### src/rtl/apu_reg_writer.sv
// -----------------------------------------------------------------------------
// apu_reg_writer
//
// Turns the byte stream coming out of the UART receiver into APU register
// writes for the pulse-1 and noise channels. Each frame is an address byte
// (3'b100 in bits [7:5], register offset in bits [4:0]) followed by a data
// byte. The block holds the register images the channel generators read and
// raises a one-cycle reload strobe when a length register is written.
//
// Parameters:
//   TIMEOUT       cycles allowed between address and data byte (min 1)
//
// Ports:
//   clk           system clock (APU clock domain)
//   rst_n         asynchronous active-low reset
//   rx_data       received byte, meaningful only while rx_valid is high
//   rx_valid      one-cycle strobe per received byte, may assert every cycle
//   reg_4000..    pulse-1 register images ($4000-$4003)
//   reg_400C..    noise register images ($400C, $400E, $400F)
//   pulse1_event  one-cycle strobe, first cycle the new reg_4003 is visible
//   noise_event   one-cycle strobe, first cycle the new reg_400F is visible
//   frame_error   one-cycle strobe on a bad address byte or a data timeout
//   busy          high while an address has been taken and data is awaited
// -----------------------------------------------------------------------------
module apu_reg_writer #(
    parameter int TIMEOUT = 1024
) (
    input  logic       clk,
    input  logic       rst_n,
    input  logic [7:0] rx_data,
    input  logic       rx_valid,
    output logic [7:0] reg_4000,
    output logic [7:0] reg_4001,
    output logic [7:0] reg_4002,
    output logic [7:0] reg_4003,
    output logic [7:0] reg_400C,
    output logic [7:0] reg_400E,
    output logic [7:0] reg_400F,
    output logic       pulse1_event,
    output logic       noise_event,
    output logic       frame_error,
    output logic       busy
);

    localparam int CNT_W = $clog2(TIMEOUT + 1);
    localparam logic [CNT_W-1:0] CNT_LAST = CNT_W'(TIMEOUT - 1);

    typedef enum logic {
        IDLE,
        WAIT_DATA
    } state_t;

    state_t           state;
    state_t           state_next;
    logic [4:0]       offset;
    logic [CNT_W-1:0] cnt;

    // Decoded conditions shared by the state logic and the datapath.
    logic addr_ok;
    logic addr_take;
    logic data_take;
    logic timeout_hit;
    logic error_next;

    assign addr_ok     = (rx_data[7:5] == 3'b100);
    assign addr_take   = (state == IDLE) && rx_valid && addr_ok;
    assign data_take   = (state == WAIT_DATA) && rx_valid;
    // A byte arriving on the expiry cycle wins over the timeout.
    assign timeout_hit = (state == WAIT_DATA) && !rx_valid && (cnt == CNT_LAST);
    assign error_next  = ((state == IDLE) && rx_valid && !addr_ok) || timeout_hit;

    // -------------------------------------------------------------------------
    // State register
    // -------------------------------------------------------------------------
    // NOTE: sequential state is always assigned with <= so every flop samples
    // the pre-edge values of its neighbours regardless of statement order.
    always_ff @(posedge clk or negedge rst_n) begin
        if (!rst_n) begin
            state <= IDLE;
        end else begin
            state <= state_next;
        end
    end

    // -------------------------------------------------------------------------
    // Next-state logic
    // -------------------------------------------------------------------------
    // NOTE: the default assignment at the top keeps this block free of
    // inferred latches on paths that do not change state.
    always_comb begin
        state_next = state;
        case (state)
            IDLE: begin
                if (addr_take) begin
                    state_next = WAIT_DATA;
                end
            end
            WAIT_DATA: begin
                if (rx_valid || timeout_hit) begin
                    state_next = IDLE;
                end
            end
            default: state_next = IDLE;
        endcase
    end

    // -------------------------------------------------------------------------
    // Outputs decoded from state
    // -------------------------------------------------------------------------
    always_comb begin
        busy = (state == WAIT_DATA);
    end

    // -------------------------------------------------------------------------
    // Offset latch and timeout counter
    // -------------------------------------------------------------------------
    always_ff @(posedge clk or negedge rst_n) begin
        if (!rst_n) begin
            offset <= 5'h00;
            cnt    <= '0;
        end else if (addr_take) begin
            offset <= rx_data[4:0];
            cnt    <= '0;
        end else if ((state == WAIT_DATA) && !rx_valid && (cnt != CNT_LAST)) begin
            // Saturates at the last count; the state leaves WAIT_DATA there.
            cnt <= cnt + CNT_W'(1);
        end
    end

    // -------------------------------------------------------------------------
    // Register images and strobes
    // -------------------------------------------------------------------------
    // Strobes are registered on the same edge as the image write, so each one
    // coincides with the first cycle the updated image is visible.
    // NOTE: the images are a handful of discrete flops, not a memory array,
    // so they take the asynchronous reset like the rest of the state.
    always_ff @(posedge clk or negedge rst_n) begin
        if (!rst_n) begin
            reg_4000     <= 8'h00;
            reg_4001     <= 8'h00;
            reg_4002     <= 8'h00;
            reg_4003     <= 8'h00;
            reg_400C     <= 8'h00;
            reg_400E     <= 8'h00;
            reg_400F     <= 8'h00;
            pulse1_event <= 1'b0;
            noise_event  <= 1'b0;
            frame_error  <= 1'b0;
        end else begin
            pulse1_event <= data_take && (offset == 5'h03);
            noise_event  <= data_take && (offset == 5'h0F);
            frame_error  <= error_next;
            if (data_take) begin
                // Unmapped offsets swallow the data byte without side effects.
                case (offset)
                    5'h00:   reg_4000 <= rx_data;
                    5'h01:   reg_4001 <= rx_data;
                    5'h02:   reg_4002 <= rx_data;
                    5'h03:   reg_4003 <= rx_data;
                    5'h0C:   reg_400C <= rx_data;
                    5'h0E:   reg_400E <= rx_data;
                    5'h0F:   reg_400F <= rx_data;
                    default: ;
                endcase
            end
        end
    end

endmodule
### config.mk
export PLATFORM = sky130hd
export DESIGN_NAME = apu_reg_writer
export DESIGN_NICKNAME = d
export VERILOG_FILES = /design/src/rtl/apu_reg_writer.sv
export SDC_FILE = /design/constraint.sdc
export NUM_CORES = 1
export LEC_CHECK = 0
export CAP_MARGIN = 0
export CORE_ASPECT_RATIO = 1.25
export CORE_MARGIN = 1.5
export CORE_UTILIZATION = 50
export CTS_CLUSTER_DIAMETER = 50
export DETAILED_ROUTE_END_ITERATION = 8
export GPL_TIMING_DRIVEN = 0
export PLACE_DENSITY = 0.8
export SYNTH_ARGS = -nofsm -noshare
export SYNTH_HDL_FRONTEND = slang
export SYNTH_SLANG_ARGS = --single-unit
### constraint.sdc
create_clock -name clk -period 2.2 [get_ports clk]
set_input_delay 0.44 -clock clk [delete_from_list [all_inputs] [get_ports clk]]
set_output_delay 0.44 -clock clk [all_outputs]
set_load 0.05 [all_outputs]
* After elaboration in Yosys (flattened, before gate mapping)
Index checks and enable logic that the tools add are counted.
** Storage, ports and cells
- Bits in registers :: 76
- Input bits :: 11
- Output and inout port bits :: 60
- Logic and storage cells :: 51
** Operators by class
- Add/sub/neg operators :: 1
- Eq/ne operators :: 9
- Multiplexer cells :: 5
- Bitwise operators :: 1
- Reduce and logical (&&, ||, !) cells :: 22
** Operator list (count)
- 11-bit 2-to-1 mux :: 2
- 5-bit by 4-bit == test with 1-bit output, second input constant :: 3
- 2-bit AND reduction :: 7
- 11-bit by 1-bit adder with 11-bit output, second input constant :: 1
- 11-bit by 10-bit == test with 1-bit output, second input constant :: 1
- 11-bit by 10-bit inequality test with 1-bit output, second input constant :: 1
- 5-bit by 2-bit == test with 1-bit output, second input constant :: 2
- 1-bit logical AND :: 9
- 5-bit by 1-bit == test with 1-bit output, second input constant :: 1
- 5-bit logical NOT :: 1
- 3-bit == test, second input constant :: 1
- 1-bit logical NOT :: 2
- 1-bit logical OR :: 2
- 1-bit 2-to-1 mux :: 2
- 1-bit one-hot mux with 2 select lines :: 1
- 2-bit nonzero test :: 1
- 1-bit inverter :: 1

* Longest topological paths before layout
- Depth in word-level cells :: 6
- Depth in mapped cells :: 5
- Mapped depth without buffers :: 5

* Worst setup path before layout
Ideal clock, no wire load.
- Path kind :: register to register
- From :: register state, in the netlist busy
- To :: register reg_4000[0]
- Setup time :: 125 ps
- Data arrival time :: 1945 ps
- Data required time :: 2075 ps
- Setup slack :: 130 ps
- Cell stages (with the launch flop) :: 6
- Path through :: dfrtp_1 > nand2_1 > or3_4 > or4_4 > buf_6 > mux2_4
** On the way
- Cells in the longest elaborated chain, start to end :: 2
** Ends and longest elaborated chain
- from (decl) :: line 53 : state_t state;
- from (signal assigned) :: line 81 : state <= state_next;
- 1-bit logical AND :: line 67 : assign data_take = (state == WAIT_DATA) && rx_valid;
- 2-bit AND reduction (no source line)
- to (signal assigned) :: line 156 : 5'h00: reg_4000 <= rx_data;
- to (decl) :: line 32 : output logic [7:0] reg_4000,
No other way between the ends.
A chain may end at the register's enable or synchronous reset.

* Worst setup path after layout
- From :: input rx_valid
- To :: register reg_4000[1]
** On the way
- Cells in the longest elaborated chain, start to end :: 2
** Ends and longest elaborated chain
- from (decl) :: line 31 : input logic rx_valid,
- 1-bit logical AND :: line 67
- 2-bit AND reduction (no source line)
No other way between the ends.

==> reports/qor.yml <==
routing:
  vias: 2076
  drc: 0
  via_per_inst: 5.22
  drtIter0Drc: 123
  dr.pass1.iters: 4
  postRouteAntennaNets: 0
  routed_wl_mm: 6.61
  wl_per_cell_um: 16.6
floorplanning:
  ios: 71
  die_w_um: 74.1
  die_h_um: 91.9
  start_util_pct: 51.6
  core_sq_um: 6130
  rows: 32
  dieArea_sq_um: 6810
timing:
  fmax_mhz: 477
  finalCritPeriodShare_pct: 95.3
  setup_violations: 0
  fin_skew_ns: 0.00858
  hold_viol_final: 0
  worst_slew_pin_slew_ns: 0.701
  setup_slack_ns: 0.104
  rsz0062_at_grt: "no"
  min_period_ns: 2.10
  slew-limit-headroom_pct: 53.0
  maxSlewViolCount: 0
clock_tree:
  clock_latency_ns: 0.34
  ctsHoldBuffers: 0
  cts.sinks: 76
  clkTransAtPathRegs_ns: 0.09
  cts_buffer_depth: 2
  cts_buffers: 9
  cts_htree_levels: 3
  cts-root-buf: "clkbuf_8"
  cts_tree: "yes"
worst_setup_path:
  path_cells: "clkdlybuf4s50_1 > nand2_1 > or3_4 > or4_4 > buf_6 > mux2_4"
  cp_slowest_cell: "clkdlybuf4s50_1"
  required_ns: 2.42
  crit_type: "in -> reg"
  cp_data_arrival_time_ns: 2.32
  max_stage_delay_ns: 0.56
  cp-end-kind: "register"
  worstSetupStartpointType: "input port"
  critical_path.max_fanout: 8
worst_hold_path:
  hp-class: "in -> async"
global_routing:
  overflow: 0
  grt_pass1_vias: 2109
  grt_max_degree: 77
  antenna_found_initial: 0
  track_usage_pct: 21.5
  grt_pass1_wl_mm: 10.8
cells_and_area:
  final_common_cell: "dfrtp_1"
  final_cell_mix: "dfrtp_1 (76), clkdlybuf4s50_1 (69), mux2_2 (40), nand2_1 (25), mux2_4 (16)"
  final_nets: 320
  layout-drive-gt1-share_pct: 27.2
  area_growth_pct: 34.9
  diodes: 0
  utilization_pct: 69.6
  fillers: 442
status:
  outcome: "finished clean"
placed_design:
  place_ws_ns: -0.338
  io_buffers: 70
  gp_congestion: 0.833
  hpwl_mm: 4.57
synthesis:
  yosysSeqAreaShare_pct: 60.2
  yosys_warnings: 0
  synth_largest_area_cell: "dfrtp_1"
  synth_cell_types: 35
  ys_top_cells_by_area: "dfrtp_1 (60%), mux2_2 (14%), mux2_4 (7.6%)"
  syn-instance-count: 226
  netlist_area_sq_um: 3160
  ys_ff_latch: 76
  synth_top_cell_area_share_pct: 60.2
  synth_fp_nets: 238
  synth_area_per_cell_sq_um: 14.0
power:
  power_mw: 4.52
  p_leak_nw: 1.98
  power_density_nw_per_um2: 1060
  ir_drop_mv: 0.424
run:
  maxCapViolCount: 0
## power by group
part	switching, mW	internal [mW]
clock	0.497	0.871
sequential	0.144	1.61
combinational	0.865	0.534
## path summary, 6_finish.rpt
kind                       depth (start not counted)  slack [ns]          end         from
max                                                6        0.10  reg_4000[1]     rx_valid
min                                                2        0.09  reg_4003[6]        rst_n
max reg2reg                                        5        0.32  reg_4000[1]         busy
min reg2reg                                        1        0.51  reg_4003[0]  reg_4003[0]
max in group asynchronous                          2        1.79  reg_400C[6]        rst_n
min in group clk                                   1        0.51  reg_4003[0]  reg_4003[0]
## cells in the mapped netlist (all sizes together)
master	instances
a21oi	3
and2	1
and2b	2
and3	1
buf	3
clkbuf	4
dfrtp	76
ha	1
inv	3
mux2	56
mux2i	6
nand2	25
nand2b	1
nand3	9
nand4	2
nand4b	1
nor2	3
nor3	7
nor3b	1
nor4	2
o211ai	1
o21ai	6
o31a	1
o41ai	1
or2	1
or2b	1
or3	3
or4	5
## area by class of cell
type                       instances  area [sq um]  share of cell area [%]
inverter                           3          11.3                   0.264
clock buffer                      10           128                    2.99
multi-input combinational        140          1210                    28.4
clock inverter                     6           136                    3.20
timing repair buffer              71           726                    17.0
sequential                        76          1900                    44.6
tap                               85           106                    2.49
buffer                             7          42.5                   0.998
## cells by family after synthesis
kind of cell / count (synthesis) / synth area share (%)
mux: 62 / 23.7
flops: 76 / 60.2
fa+ha+maj: 1 / 0.396
simple gates: 65 / 11.8
compound gates: 12 / 2.22
buf+inv: 10 / 1.70
## critical path: cells and delay by family
| family | cells | cell delay [ns] |
|---|---|---|
| AND/OR/NAND/NOR | 3 | 0.85 |
| buffers and inverters | 2 | 0.73 |
| multiplexers | 1 | 0.29 |
## repair_timing
action,4_1_cts,5_1_grt
endpoints found under the setup margin,0,8
resized for setup,0,1
setup buffers,0,0
## state kept, by name (all words and copies together) (netlist names)
name,flops
reg_4003,8
reg_400C,8
offset,5
reg_4002,8
cnt,11
busy,1
pulse1_event,1
noise_event,1
frame_error,1
reg_400F,8
reg_400E,8
reg_4000,8
reg_4001,8
## through the flow
step	cell area [sq um]	hold WS [ns]	setup TNS, ns	cells
global route	4260	0.118	0	398
detailed placement	3990	0.488	-10.85	382
floorplan	3160	0.144	0	226
global placement	3970	0.485	-146.61	381
finish	4260	0.0864	0	398
CTS	4260	0.108	0	398
## per-layer routing
layer  vias to the layer above  GRT usage (%)  share of wire [%]
met5                         -              0                  0
met4                         0           10.6                1.6
met3                         9           3.30                3.4
met2                        53           34.1                 52
met1                      1042           28.4                 43
li1                        972              -                  -
(Power assumes the default switching activity.)
